[config.mk]
export PLATFORM = sky130hd
export DESIGN_NAME = nonrestoring_divider
export DESIGN_NICKNAME = d
export VERILOG_FILES = /design/src/rtl/divider_pkg.sv /design/src/rtl/div_addsub.sv /design/src/rtl/nonrestoring_divider.sv
export SDC_FILE = /design/constraint.sdc
export NUM_CORES = 1
export LEC_CHECK = 0
export BUFFER_PORTS_ARGS = -buffer_cell sky130_fd_sc_hd__clkbuf_2
export CAP_MARGIN = 5
export CORE_AREA = 3 3 106 108
export DETAILED_ROUTE_END_ITERATION = 8
export DIE_AREA = 0 0 109 111
export PLACE_DENSITY = 0.52
export SLEW_MARGIN = 5
export SYNTH_ARGS = -nofsm -noshare
export SYNTH_HDL_FRONTEND = slang
export SYNTH_SLANG_ARGS = --single-unit
export TNS_END_PERCENT = 20
[constraint.sdc]
create_clock -name clk -period 2.7 [get_ports clk]
set_clock_uncertainty 0.1 [all_clocks]
set_input_delay 0.54 -clock clk [delete_from_list [all_inputs] [get_ports clk]]
set_output_delay 0.54 -clock clk [all_outputs]
set_load 0.005 [all_outputs]
[src/rtl/divider_pkg.sv]
// Shared types and constants for the sequential non-restoring divider.
package divider_pkg;

  localparam int DEFAULT_WIDTH = 8;

  typedef enum logic [2:0] {
    S_IDLE = 3'd0,
    S_LOAD = 3'd1,
    S_STEP = 3'd2,
    S_CORR = 3'd3,
    S_DONE = 3'd4
  } state_t;

  // Width of the step counter; it must hold WIDTH-1.
  function automatic int cnt_width(input int width);
    return (width < 2) ? 1 : $clog2(width);
  endfunction

endpackage

[src/rtl/div_addsub.sv]
// Combinational N-bit adder/subtractor shared by the step and correction phases.
module div_addsub #(
  parameter int N = 9
) (
  input  logic [N-1:0] a,
  input  logic [N-1:0] b,
  input  logic         sub,
  output logic [N-1:0] sum
);

  logic [N-1:0] b_eff;
  logic [N-1:0] cin;

  assign b_eff = b ^ {N{sub}};
  assign cin   = {{(N-1){1'b0}}, sub};
  assign sum   = a + b_eff + cin;

endmodule

[src/rtl/nonrestoring_divider.sv]
// Unsigned radix-2 non-restoring divider, WIDTH+3 cycles start-to-done; starts only accepted in S_IDLE, no queuing.
// NONRESTORING_DIVIDER_DIV0_DETECT_EN: zero divisor short-circuits S_LOAD -> S_DONE and raises div0sig.
module nonrestoring_divider
  import divider_pkg::*;
#(
  parameter int WIDTH = DEFAULT_WIDTH
) (
  input  logic             clk,
  input  logic             rst,
  input  logic             beginsig,
  input  logic [WIDTH-1:0] dividend,
  input  logic [WIDTH-1:0] divisor,
  output logic [WIDTH-1:0] quotient,
  output logic [WIDTH-1:0] remainder,
  output logic             busysig,
  output logic             donesig,
  output logic             div0sig
);

  localparam int CW = cnt_width(WIDTH);

  state_t           state;
  logic [CW-1:0]    cnt;
  logic [WIDTH:0]   a_reg;
  logic [WIDTH-1:0] q_reg;
  logic [WIDTH-1:0] m_reg;
  logic [WIDTH-1:0] hold_dd;
  logic [WIDTH-1:0] hold_dv;

  logic [WIDTH:0]   as_a;
  logic [WIDTH:0]   as_b;
  logic             as_sub;
  logic [WIDTH:0]   as_sum;

  // Step: operate on the shifted partial remainder; correction: add M back to A.
  always_comb begin
    as_a   = {a_reg[WIDTH-1:0], q_reg[WIDTH-1]};
    as_sub = ~a_reg[WIDTH];
    if (state == S_CORR) begin
      as_a   = a_reg;
      as_sub = 1'b0;
    end
  end

  assign as_b = {1'b0, m_reg};

  div_addsub #(.N(WIDTH + 1)) u_addsub (
    .a   (as_a),
    .b   (as_b),
    .sub (as_sub),
    .sum (as_sum)
  );

  always_ff @(posedge clk) begin
    if (rst) begin
      state     <= S_IDLE;
      cnt       <= '0;
      a_reg     <= '0;
      q_reg     <= '0;
      m_reg     <= '0;
      hold_dd   <= '0;
      hold_dv   <= '0;
      quotient  <= '0;
      remainder <= '0;
      busysig   <= 1'b0;
      donesig   <= 1'b0;
    end else begin
      donesig <= 1'b0;
      case (state)
        S_IDLE: begin
          if (beginsig) begin
            hold_dd <= dividend;
            hold_dv <= divisor;
            busysig <= 1'b1;
            state   <= S_LOAD;
          end
        end
        S_LOAD: begin
          a_reg <= '0;
          q_reg <= hold_dd;
          m_reg <= hold_dv;
          cnt   <= CW'(WIDTH - 1);
`ifdef NONRESTORING_DIVIDER_DIV0_DETECT_EN
          if (hold_dv == '0) begin
            quotient  <= '1;
            remainder <= hold_dd;
            busysig   <= 1'b0;
            donesig   <= 1'b1;
            state     <= S_DONE;
          end else begin
            state <= S_STEP;
          end
`else
          state <= S_STEP;
`endif
        end
        S_STEP: begin
          a_reg <= as_sum;
          q_reg <= {q_reg[WIDTH-2:0], ~as_sum[WIDTH]};
          if (cnt == '0) begin
            state <= S_CORR;
          end else begin
            cnt <= cnt - CW'(1);
          end
        end
        S_CORR: begin
          if (a_reg[WIDTH]) begin
            a_reg     <= as_sum;
            remainder <= as_sum[WIDTH-1:0];
          end else begin
            remainder <= a_reg[WIDTH-1:0];
          end
          quotient <= q_reg;
          busysig  <= 1'b0;
          donesig  <= 1'b1;
          state    <= S_DONE;
        end
        S_DONE: begin
          state <= S_IDLE;
        end
        default: begin
          state <= S_IDLE;
        end
      endcase
    end
  end

`ifdef NONRESTORING_DIVIDER_DIV0_DETECT_EN
  always_ff @(posedge clk) begin
    if (rst) begin
      div0sig <= 1'b0;
    end else if (state == S_IDLE && beginsig) begin
      div0sig <= 1'b0;
    end else if (state == S_LOAD && hold_dv == '0) begin
      div0sig <= 1'b1;
    end
  end
`else
  assign div0sig = 1'b0;
`endif

endmodule

==> out/metrics.csv <==
stage,metric,value,unit
global_route,via_count_of_the_first_global_routing_pass,2576,
clock_tree,cts-htree-levels,3,
global_route,grt.total_usage,13.6,%
pwr,powerDensity,813,nW/µm²
clock_tree,cts.sink_count,65,
run_status,violations,negative setup slack,
sta,achievable-frequency,368,MHz
synthesis,ys_warn_count,0,
cells_and_area,stdcell_area,3880,µm²
pwr,post-layout-total-power,3160,µW
floorplanning,top_level_ports,38,
routing,post_drt_wl_per_cell,13.6,µm
floorplanning,placeableCoreArea,10300,µm²
place,dpl.hpwl,5660,µm
setup_path,cpPeakStageDelay,0.35,ns
floorplanning,floorplan.rows,37,
cells_and_area,area_growth_syn_to_layout,25.5,%
cells_and_area,largest_register_ff_count,9,
place,io_buffers,36,
global_route,grt_max_degree,31,
floorplanning,die_x_extent,109,µm
routing,starting_drt_drc_count,133,
setup_path,rrSetupSlack,-0.02,ns
floorplanning,start_util,30.0,%
synthesis,synthTopCellsByArea,"sky130_fd_sc_hd__dfxtp_1, sky130_fd_sc_hd__nand2_1, sky130_fd_sc_hd__a21oi_1, sky130_fd_sc_hd__ha_1, sky130_fd_sc_hd__nor2_1",
worst_hold_path,worst_hold_path_type,in2reg,
floorplanning,die_height,111,µm
routing,antenna_left,0,
cells_and_area,insertedDiodeCount,0,
floorplanning,die_area,12100,µm²
cells_and_area,most_frequent_standard_cell_in_the_layout_excluding_fill_and_tap_cells,sky130_fd_sc_hd__nand2_1,
synthesis,seq_area_frac_synth,42.1,%
setup_path,startpoint,state[2],
place,post-place-ws,-0.0501,ns
sta,final_hold_vio_count,0,
cells_and_area,finalNetCount,470,
setup_path,criticalPathCategory,reg2reg,
clock_tree,cts_made_buffers,9,
synthesis,synth_largest_type_area_fraction,42.1,%
place,placed_area,3570,µm²
clock_tree,tritoncts,done,
synthesis,edff_count_synth,0,
sta,worst_slew_margin_rel,51.6,%
setup_path,critPathCapture,a_reg[8],
synthesis,post_synthesis_cell_type_count,49,
sta,setup_total_negative_slack,-0.0228,ns
sta,final_report_setup_violation_count,2,
setup_path,startpoint_class,flip-flop,
clock_tree,clkTransAtPathRegs,0.07,ns
clock_tree,clock_latency,0.35,ns
setup_path,path_cells,and3b_2 > nor2_4 > buf_4 > nor2_1 > a21oi_1 > fa_2 > a21o_1 > and4_2 > o22ai_2 > xnor2_2 > a31oi_1 > o32ai_1,
sta,final.setup.worst_slack,-0.0188,ns
clock_tree,max-clock-path-buffers,2,
synthesis,synth_top_area_cell,sky130_fd_sc_hd__dfxtp_1,
setup_path,worst-endpoint-required,2.86,ns
global_route,grt.overflow.total,0,
cells_and_area,post-route-util,37.6,%
synthesis,synth-main-ff-cell,sky130_fd_sc_hd__dfxtp_1,
place,place_congestion,0.888,
setup_path,worstPathBufferInverterCount,1,
clock_tree,clock-root-buffer,sky130_fd_sc_hd__clkbuf_8,
cells_and_area,most_used_cells_in_the_layout_excluding_fill_and_tap_cells,"sky130_fd_sc_hd__nand2_1, sky130_fd_sc_hd__dfxtp_1, sky130_fd_sc_hd__a21oi_1, sky130_fd_sc_hd__clkbuf_2, sky130_fd_sc_hd__buf_4",
routing,viasPerCell,4.70,
sta,rsz_0062_raised_after_global_routing,true,
setup_path,critical_path_at,2.88,ns
routing,route.vias.total,2737,
routing,route.detailed.drc,0,
synthesis,synth-seq-cells,65,
sta,max_slew.worst_pin.slew,0.723,ns
setup_path,regToRegEndpoint,a_reg[8],
cells_and_area,layout-drive-gt1-share,22.9,%
setup_path,critical_path.reg2reg.startpoint,state[2],
pwr,cellLeakagePower,0.00159,µW
setup_path,worstSetupEndpointType,flip-flop,
routing,drt-pass1-iter-count,4,
setup_path,cp.depth,12,
sta,timing_max_transition_violations_final,0,
job,drv_cap,0,
synthesis,post_synth.cell_area_avg,7.99,µm²
setup_path,path_delay_family,compound AO/OA/AOI/OAI gates,
sta,layout_worst_path_cycle_share,101,%
setup_path,critPathSlowestCell,sky130_fd_sc_hd__dfxtp_2,
synthesis,ys_async_sr_fraction,0,%
global_route,antenna_found_initial,0,
pwr,vdd_ir_drop_max,0.000270,V
synthesis,post_synth_inst_count,387,
clock_tree,postCtsHoldBufs,0,
setup_path,worst_r2r_path_depth,12,
global_route,grt_pass1_wl,12900,µm
synthesis,syn-num-nets,416,
routing,wirelength,7910,µm
setup_path,worst-path-max-fanout,5,
run_status,run_status,"finished, violations left",
sta,final.min_clock_period,2.72,ns
synthesis,syn-cell-area,3090,µm²
-- what timing repair did --
item | in CTS | in global routing
buffers inserted | 0 | 2
pin swaps | 3 | 10
endpoints found under the hold margin | 0 | 0
setup endpoints to repair | 3 | 9
resized for setup | 6 | 9
-- area by class of cell --
class                           instances  area, µm²
Multi-Input combinational cell        290       1730
Clock buffer                           10        138
Inverter                                8       30.0
Fill cell                            1088       6440
Clock inverter                          6       90.1
Tap cell                              136        170
Timing Repair Buffer                   67        420
Sequential cell                        65       1300
-- worst min-delay path, stage by stage --
cell	delay, ns
sky130_fd_sc_hd__clkbuf_2	0.08
sky130_fd_sc_hd__nand2_1	0.04
sky130_fd_sc_hd__a21oi_1	0.05
-- Yosys cell counts, types with 3 or more instances --
library cell               count
sky130_fd_sc_hd__nand2_1     108
sky130_fd_sc_hd__dfxtp_1      65
sky130_fd_sc_hd__a21oi_1      44
sky130_fd_sc_hd__nor2_1       28
sky130_fd_sc_hd__clkbuf_1     18
sky130_fd_sc_hd__xor2_1       11
sky130_fd_sc_hd__a211oi_1      9
sky130_fd_sc_hd__ha_1          9
sky130_fd_sc_hd__mux2i_1       9
sky130_fd_sc_hd__a311oi_1      8
sky130_fd_sc_hd__inv_1         8
sky130_fd_sc_hd__xnor2_1       7
sky130_fd_sc_hd__a22oi_1       5
sky130_fd_sc_hd__nor3_1        5
sky130_fd_sc_hd__a21o_1        4
sky130_fd_sc_hd__nor2b_1       4
sky130_fd_sc_hd__a22o_1        3
sky130_fd_sc_hd__buf_2         3
sky130_fd_sc_hd__nand3_1       3
sky130_fd_sc_hd__o21ai_0       3
-- per-stage QoR --
stage,hold WS [ns],cells
after floorplan,0.332,387
after global placement,0.341,564
after detailed placement,0.347,564
after CTS,0.276,580
after global routing,0.293,582
final,0.301,582
-- how the worst min path moves through the flow --
stage	end	slack [ns]	depth (start not counted)	start
after floorplan	m_reg[1]	0.33	2	hold_dv[1]
after global placement	m_reg[5]	0.34	2	hold_dv[5]
after CTS	hold_dd[0]	0.28	3	dividend[0]
after detailed placement	hold_dd[6]	0.35	2	hold_dd[6]
final	hold_dd[5]	0.30	3	dividend[5]
after global routing	hold_dd[5]	0.29	3	dividend[5]
-- cell families after synthesis --
kind of cell,count (synthesis),share of synthesized area (%)
fa+ha+maj,10,4.29
simple gates,165,23.1
buf+inv,32,4.37
flops,65,42.1
other cells,1,0.121
xor+xnor,18,5.10
mux,9,2.91
compound gates,87,18.0
-- layer usage --
metal  track usage, %  vias to the layer above  wire (µm)
met2             19.9                       51       3500
met4             4.97                        0        144
met5                0                        -          0
li1                 -                     1422          -
met1             19.0                     1251       3950
met3             3.67                       13        310
-- where the power goes --
part,switching (µW),internal (µW),total (µW)
Combinational,604,516,1120
Clock,404,548,952
Sequential,53.3,1030,1080
Total,1060,2090,3160
No activity file was read; power rests on OpenSTA's default activity.
